## src/rtl/seq_accum_alu.sv

```systemverilog
// rtl/seq_accum_alu.sv - accumulator ALU with iterative shift and shift-add multiply
module seq_accum_alu #(
    parameter int W  = 4,
    parameter int CW = 4
) (
    input  logic           clk,
    input  logic           reset,
    input  logic           in_valid,
    output logic           in_ready,
    input  logic [2:0]     op,
    input  logic [W-1:0]   a,
    output logic [2*W-1:0] acc,
    output logic           done,
    output logic           carry,
    output logic           zero
);

    localparam logic [2:0] OP_ADD    = 3'b000;
    localparam logic [2:0] OP_SUB    = 3'b001;
    localparam logic [2:0] OP_LOGIC  = 3'b010;
    localparam logic [2:0] OP_ORRED  = 3'b011;
    localparam logic [2:0] OP_ANDRED = 3'b100;
    localparam logic [2:0] OP_SHL    = 3'b101;
    localparam logic [2:0] OP_SHR    = 3'b110;
    localparam logic [2:0] OP_MUL    = 3'b111;

    // Wide enough to compare a against 2W without truncating either side.
    localparam int AW = ((W > CW) ? W : CW) + 1;
    localparam logic [AW-1:0] L_TWO_W = AW'(2 * W);

    typedef enum logic [1:0] {S_IDLE, S_BUSY, S_DONE} state_t;

    state_t          r_state;
    state_t          w_next_state;
    logic [2*W-1:0]  r_acc;
    logic            r_carry;
    logic            r_zero;
    logic [2:0]      r_op;
    logic [CW-1:0]   r_cnt;
    logic [2*W-1:0]  r_work;
    logic [2*W-1:0]  r_mcand;
    logic [W-1:0]    r_mplier;

    logic [W-1:0]    w_b;
    logic            w_accept;
    logic            w_multi;
    logic [W:0]      w_sum;
    logic [W:0]      w_diff;
    logic [2*W-1:0]  w_res;
    logic            w_res_carry;
    logic [AW-1:0]   w_a_ext;
    logic [CW-1:0]   w_shift_n;
    logic [2*W-1:0]  w_step_work;
    logic            w_last_step;

    assign w_b         = r_acc[W-1:0];
    assign w_accept    = in_valid & in_ready;
    assign w_sum       = {1'b0, a} + {1'b0, w_b};
    assign w_diff      = {1'b0, a} - {1'b0, w_b};
    assign w_a_ext     = AW'(a);
    assign w_shift_n   = (w_a_ext >= L_TWO_W) ? CW'(2 * W) : CW'(w_a_ext);
    assign w_last_step = (r_cnt == CW'(1));
    // A shift by zero has nothing to iterate, so it completes like a single-cycle op.
    assign w_multi     = (op == OP_MUL) || (((op == OP_SHL) || (op == OP_SHR)) && (a != '0));

    assign acc   = r_acc;
    assign carry = r_carry;
    assign zero  = r_zero;

    // Single-cycle result and carry, computed from a and the current accumulator.
    always_comb begin
        w_res       = '0;
        w_res_carry = 1'b0;
        case (op)
            OP_ADD: begin
                w_res       = {{(W-1){1'b0}}, w_sum};
                w_res_carry = w_sum[W];
            end
            OP_SUB: begin
                w_res       = {{W{1'b0}}, w_diff[W-1:0]};
                w_res_carry = w_diff[W];
            end
            OP_LOGIC:  w_res = {a | w_b, a ^ w_b};
            OP_ORRED:  w_res = {{(2*W-1){1'b0}}, |{a, w_b}};
            OP_ANDRED: w_res = {{(2*W-1){1'b0}}, &{a, w_b}};
            default:   w_res = {{W{1'b0}}, w_b};
        endcase
    end

    // One iteration of the latched multi-cycle op on the working register.
    always_comb begin
        w_step_work = r_work;
        case (r_op)
            OP_SHL:  w_step_work = r_work << 1;
            OP_SHR:  w_step_work = r_work >> 1;
            OP_MUL:  w_step_work = r_mplier[0] ? (r_work + r_mcand) : r_work;
            default: w_step_work = r_work;
        endcase
    end

    // State register.
    always_ff @(posedge clk) begin
        if (reset) begin
            r_state <= S_IDLE;
        end else begin
            r_state <= w_next_state;
        end
    end

    // Next-state decode and handshake outputs; DONE accepts just like IDLE.
    always_comb begin
        w_next_state = r_state;
        in_ready     = 1'b1;
        done         = 1'b0;
        case (r_state)
            S_BUSY: begin
                in_ready = 1'b0;
                if (w_last_step) begin
                    w_next_state = S_DONE;
                end
            end
            S_DONE: begin
                done         = 1'b1;
                w_next_state = w_accept ? (w_multi ? S_BUSY : S_DONE) : S_IDLE;
            end
            default: begin
                w_next_state = w_accept ? (w_multi ? S_BUSY : S_DONE) : S_IDLE;
            end
        endcase
    end

    // Accumulator, flags and working registers; acc only changes on completion.
    always_ff @(posedge clk) begin
        if (reset) begin
            r_acc    <= '0;
            r_carry  <= 1'b0;
            r_zero   <= 1'b0;
            r_op     <= OP_ADD;
            r_cnt    <= '0;
            r_work   <= '0;
            r_mcand  <= '0;
            r_mplier <= '0;
        end else if (w_accept) begin
            if (w_multi) begin
                r_op     <= op;
                r_mplier <= a;
                r_mcand  <= {{W{1'b0}}, w_b};
                if (op == OP_MUL) begin
                    r_work <= '0;
                    r_cnt  <= CW'(W);
                end else begin
                    r_work <= {{W{1'b0}}, w_b};
                    r_cnt  <= w_shift_n;
                end
            end else begin
                r_acc   <= w_res;
                r_carry <= w_res_carry;
                r_zero  <= (w_res == '0);
            end
        end else if (r_state == S_BUSY) begin
            r_work   <= w_step_work;
            r_mcand  <= r_mcand << 1;
            r_mplier <= r_mplier >> 1;
            r_cnt    <= r_cnt - CW'(1);
            if (w_last_step) begin
                r_acc   <= w_step_work;
                r_carry <= 1'b0;
                r_zero  <= (w_step_work == '0);
            end
        end
    end

endmodule

```

## config.mk

```make
export PLATFORM = sky130hd
export DESIGN_NAME = seq_accum_alu
export DESIGN_NICKNAME = d
export VERILOG_FILES = /design/src/rtl/seq_accum_alu.sv
export SDC_FILE = /design/constraint.sdc
export NUM_CORES = 1
export LEC_CHECK = 0
export BUFFER_PORTS_ARGS = -buffer_cell sky130_fd_sc_hd__buf_4
export CAP_MARGIN = 20
export CORE_UTILIZATION = 54
export CTS_CLUSTER_SIZE = 20
export DETAILED_ROUTE_END_ITERATION = 8
export PLACE_DENSITY = 0.73
export REMOVE_ABC_BUFFERS = 1
export SYNTH_ARGS = -nofsm -noshare
export SYNTH_HDL_FRONTEND = slang
export SYNTH_SLANG_ARGS = --single-unit
```

## constraint.sdc

```tcl
create_clock -name clk -period 3.3 [get_ports clk]
set_clock_uncertainty 0.15 [all_clocks]
set_input_delay 0.66 -clock clk [delete_from_list [all_inputs] [get_ports clk]]
set_output_delay 0.66 -clock clk [all_outputs]
set_load 0.005 [all_outputs]
```

==> results.sh <==
export IMPL_setup_viol_count_final=0
export IMPL_cts_resized=0
export IMPL_drt_wirelength_per_cell_um=16.7
export IMPL_synth_top_cells_by_area="dfxtp_1 (25%), ha_1 (8.5%), nor2_1 (5.6%)"
export IMPL_cp_top_family="compound AO/OA/AOI/OAI gates"
export IMPL_io_buffers=21
export IMPL_clock_sinks=39
export IMPL_via_per_inst=6.24
export IMPL_cpPeakStageDelay_ns=0.40
export IMPL_area_growth_pct=7.58
export IMPL_num_rows=27
export IMPL_max_cap_violations=0
export IMPL_synth_top_cell_area_share_pct=25.3
export IMPL_io_pins=22
export IMPL_critical_path_buf_inv_count=3
export IMPL_top_usage_layer="met2"
export IMPL_cpMostUsedCell="inv_1"
export IMPL_clk_pin_slew_ns=0.08
export IMPL_synth_warning_count=0
export IMPL_clock_latency_ns=0.29
export IMPL_path_cells="buf_4 > inv_1 > ha_1 > inv_1 > fa_1 > xnor2_1 > a21oi_1 > o32a_1 > o22ai_1 > o32ai_2 > a31o_1"
export IMPL_drc=0
export IMPL_utilization_pct=60.3
export IMPL_die_area_um2=6020
export IMPL_htreeDepth=2
export IMPL_synthesis_area_um2=3090
export IMPL_hold_viol_final=0
export IMPL_antenna_found_initial=0
export IMPL_detail_route_antenna_nets=0
export IMPL_layout_common_cells="nor2_1 (46), nand2_1 (40), dfxtp_1 (39)"
export IMPL_grt_pass1_wl_um=13500
export IMPL_holdBufCountCts=0
export IMPL_syn_inst=402
export IMPL_worstPathMaxFanout=6
export IMPL_final_common_cell="nor2_1"
export IMPL_wirelength_um=8090
export IMPL_criticalPathCategory="in2reg"
export IMPL_peakVddDrop_mv=0.174
export IMPL_cts_buffers=5
export IMPL_dp_hpwl_um=6010
export IMPL_place_ws_ns=0.503
export IMPL_first_pass_iters=5
export IMPL_globalRouteMet3Util_pct=3.88
export IMPL_critPathRequiredTime_ns=3.34
export IMPL_tightest_slew_ns=0.694
export IMPL_yosysSeqAreaShare_pct=25.3
export IMPL_hp_class="reg2reg"
export IMPL_initial_utilization_pct=56.1
export IMPL_powerDensity_nw_per_um2=360
export IMPL_clock_fmax_ghz=0.397
export IMPL_finalCritPeriodShare_pct=76.3
export IMPL_met1_usage_pct=37.2
export IMPL_crit_path_top_delay_cell="fa_1"
export IMPL_fin_crit_ns=2.52
export IMPL_fp_dieH_um=77.6
export IMPL_num_vias=3018
export IMPL_die_x_um=77.6
export IMPL_slew_headroom_pct=53.6
export IMPL_cts_root_buffer="clkbuf_8"
export IMPL_cp_start_kind="input pin"
export IMPL_setup_tns_final_ns=0
export IMPL_drive_above_1_share_pct=12.4
export IMPL_fp_coreArea_um2=5510
export IMPL_cts_tree="built"
export IMPL_slew_viol_final=0
export IMPL_finalPower_uw=1200
export IMPL_n_antenna_cell=0
export IMPL_leakagePower_uw=0.00131
export IMPL_fillers=529
export IMPL_clock_path_buffers=2
export IMPL_status="completed"
export IMPL_avgSynthCellArea_um2=7.68
export IMPL_endpoint_kind="flip-flop"
export IMPL_synth_edff_count=0
export IMPL_track_usage_pct=28.1
export IMPL_grt_pass1_vias=2781
export IMPL_cts_setup_buffers=0
export IMPL_ys_seq_elements=39
export IMPL_synth_top_area_cell="dfxtp_1"
export IMPL_setup_slack_ns=0.783
export IMPL_grt_start_max_net_pins=39
export IMPL_fin_nets=446
export IMPL_cp_arrival_ns=2.55
export IMPL_yosysUniqueCellTypes=68
export IMPL_globalplace_congestion=0.918
export IMPL_async_flop_share_pct=0
export IMPL_gr_total_overflow=0
export IMPL_rsz0062_at_grt="false"
export IMPL_drtIter0Drc=225
export IMPL_synth_ff_type="dfxtp_1"
export IMPL_grtUsageMet2_pct=45.5
Yosys cell counts, types with 3 or more instances:
cell type	count
xnor2_1	5
ha_1	21
dfxtp_1	39
nand2_1	40
buf_6	3
o21ai_0	16
nor2_1	46
buf_4	3
nor2b_1	6
a22oi_1	6
fa_1	3
nand3_1	16
nand3b_1	4
inv_1	22
nand2b_1	7
nor3_1	12
a21oi_1	34
buf_2	6
o21ai_1	6
a211oi_1	10
or3_1	3
a311oi_1	9
o221a_2	3
clkbuf_1	9
o2111ai_1	4
and3_1	9
xor2_1	3
o211ai_1	3
flip-flops by register name, indices dropped and copies added, names as in the netlist:
name,cells
r_mcand,8
r_cnt,4
r_work,8
r_op,3
r_state,2
acc,8
carry,1
zero,1
r_mplier,4
kinds of logic after synthesis:
group	share of synthesized area, %
AOI/OAI and AO/OA	27.4
DFF	25.3
muxes	1.01
and+or+nand+nor	26.5
adders and majority gates	10.5
xor gates and xnor gates	2.27
buffers and inverters	7.17
power breakdown:
part	switching, µW	total (µW)	internal, µW
logic	193	321	129
clock network	165	329	164
registers	42.6	546	503
total	400	1200	796
layout make-up:
cell class | instances | area (µm²) | share of cell area, %
clock buffers | 6 | 82.6 | 2.49
clock inverters | 1 | 5.00 | 0.151
inverters | 22 | 82.6 | 2.49
multi-input cells | 318 | 2090 | 62.8
flip-flops and latches | 39 | 781 | 23.5
well taps | 72 | 90.1 | 2.71
repair buffers | 26 | 195 | 5.88
worst register-to-register path, stage by stage, from the launching register on:
cell	delay [ns]
dfxtp_1	0.39
ha_1	0.23
inv_1	0.07
fa_1	0.39
nand2b_1	0.17
a211oi_1	0.23
o21ai_0	0.13
mux2_2	0.29
o21ai_1	0.09
a311oi_1	0.29
worst paths after layout:
path / from / to / slack, ns / depth (start not counted)
max reg2reg: r_work[0] / acc[6] / 0.79 / 9
min: r_mplier[3] / r_mplier[3] / 0.30 / 2
min reg2reg: r_mplier[3] / r_mplier[3] / 0.30 / 2
max: a[0] / zero / 0.78 / 11
metal layers:
| metal | share of wire, % | wire length, µm |
|---|---|---|
| met1 | 45 | 3630 |
| met2 | 48 | 3880 |
| met3 | 5.1 | 413 |
| met4 | 2.0 | 165 |
| met5 | 0 | 0 |
metrics by stage:
stage          cell area, µm²  std cells  hold slack (ns)
2_1_floorplan            2950        379            0.276
3_3_place_gp             3230        477            0.293
3_5_place_dp             3230        477            0.296
4_1_cts                  3320        484            0.306
5_1_grt                  3320        484            0.325
6_report                 3320        484            0.304
Note: power is estimated with default switching activity, not from simulation.
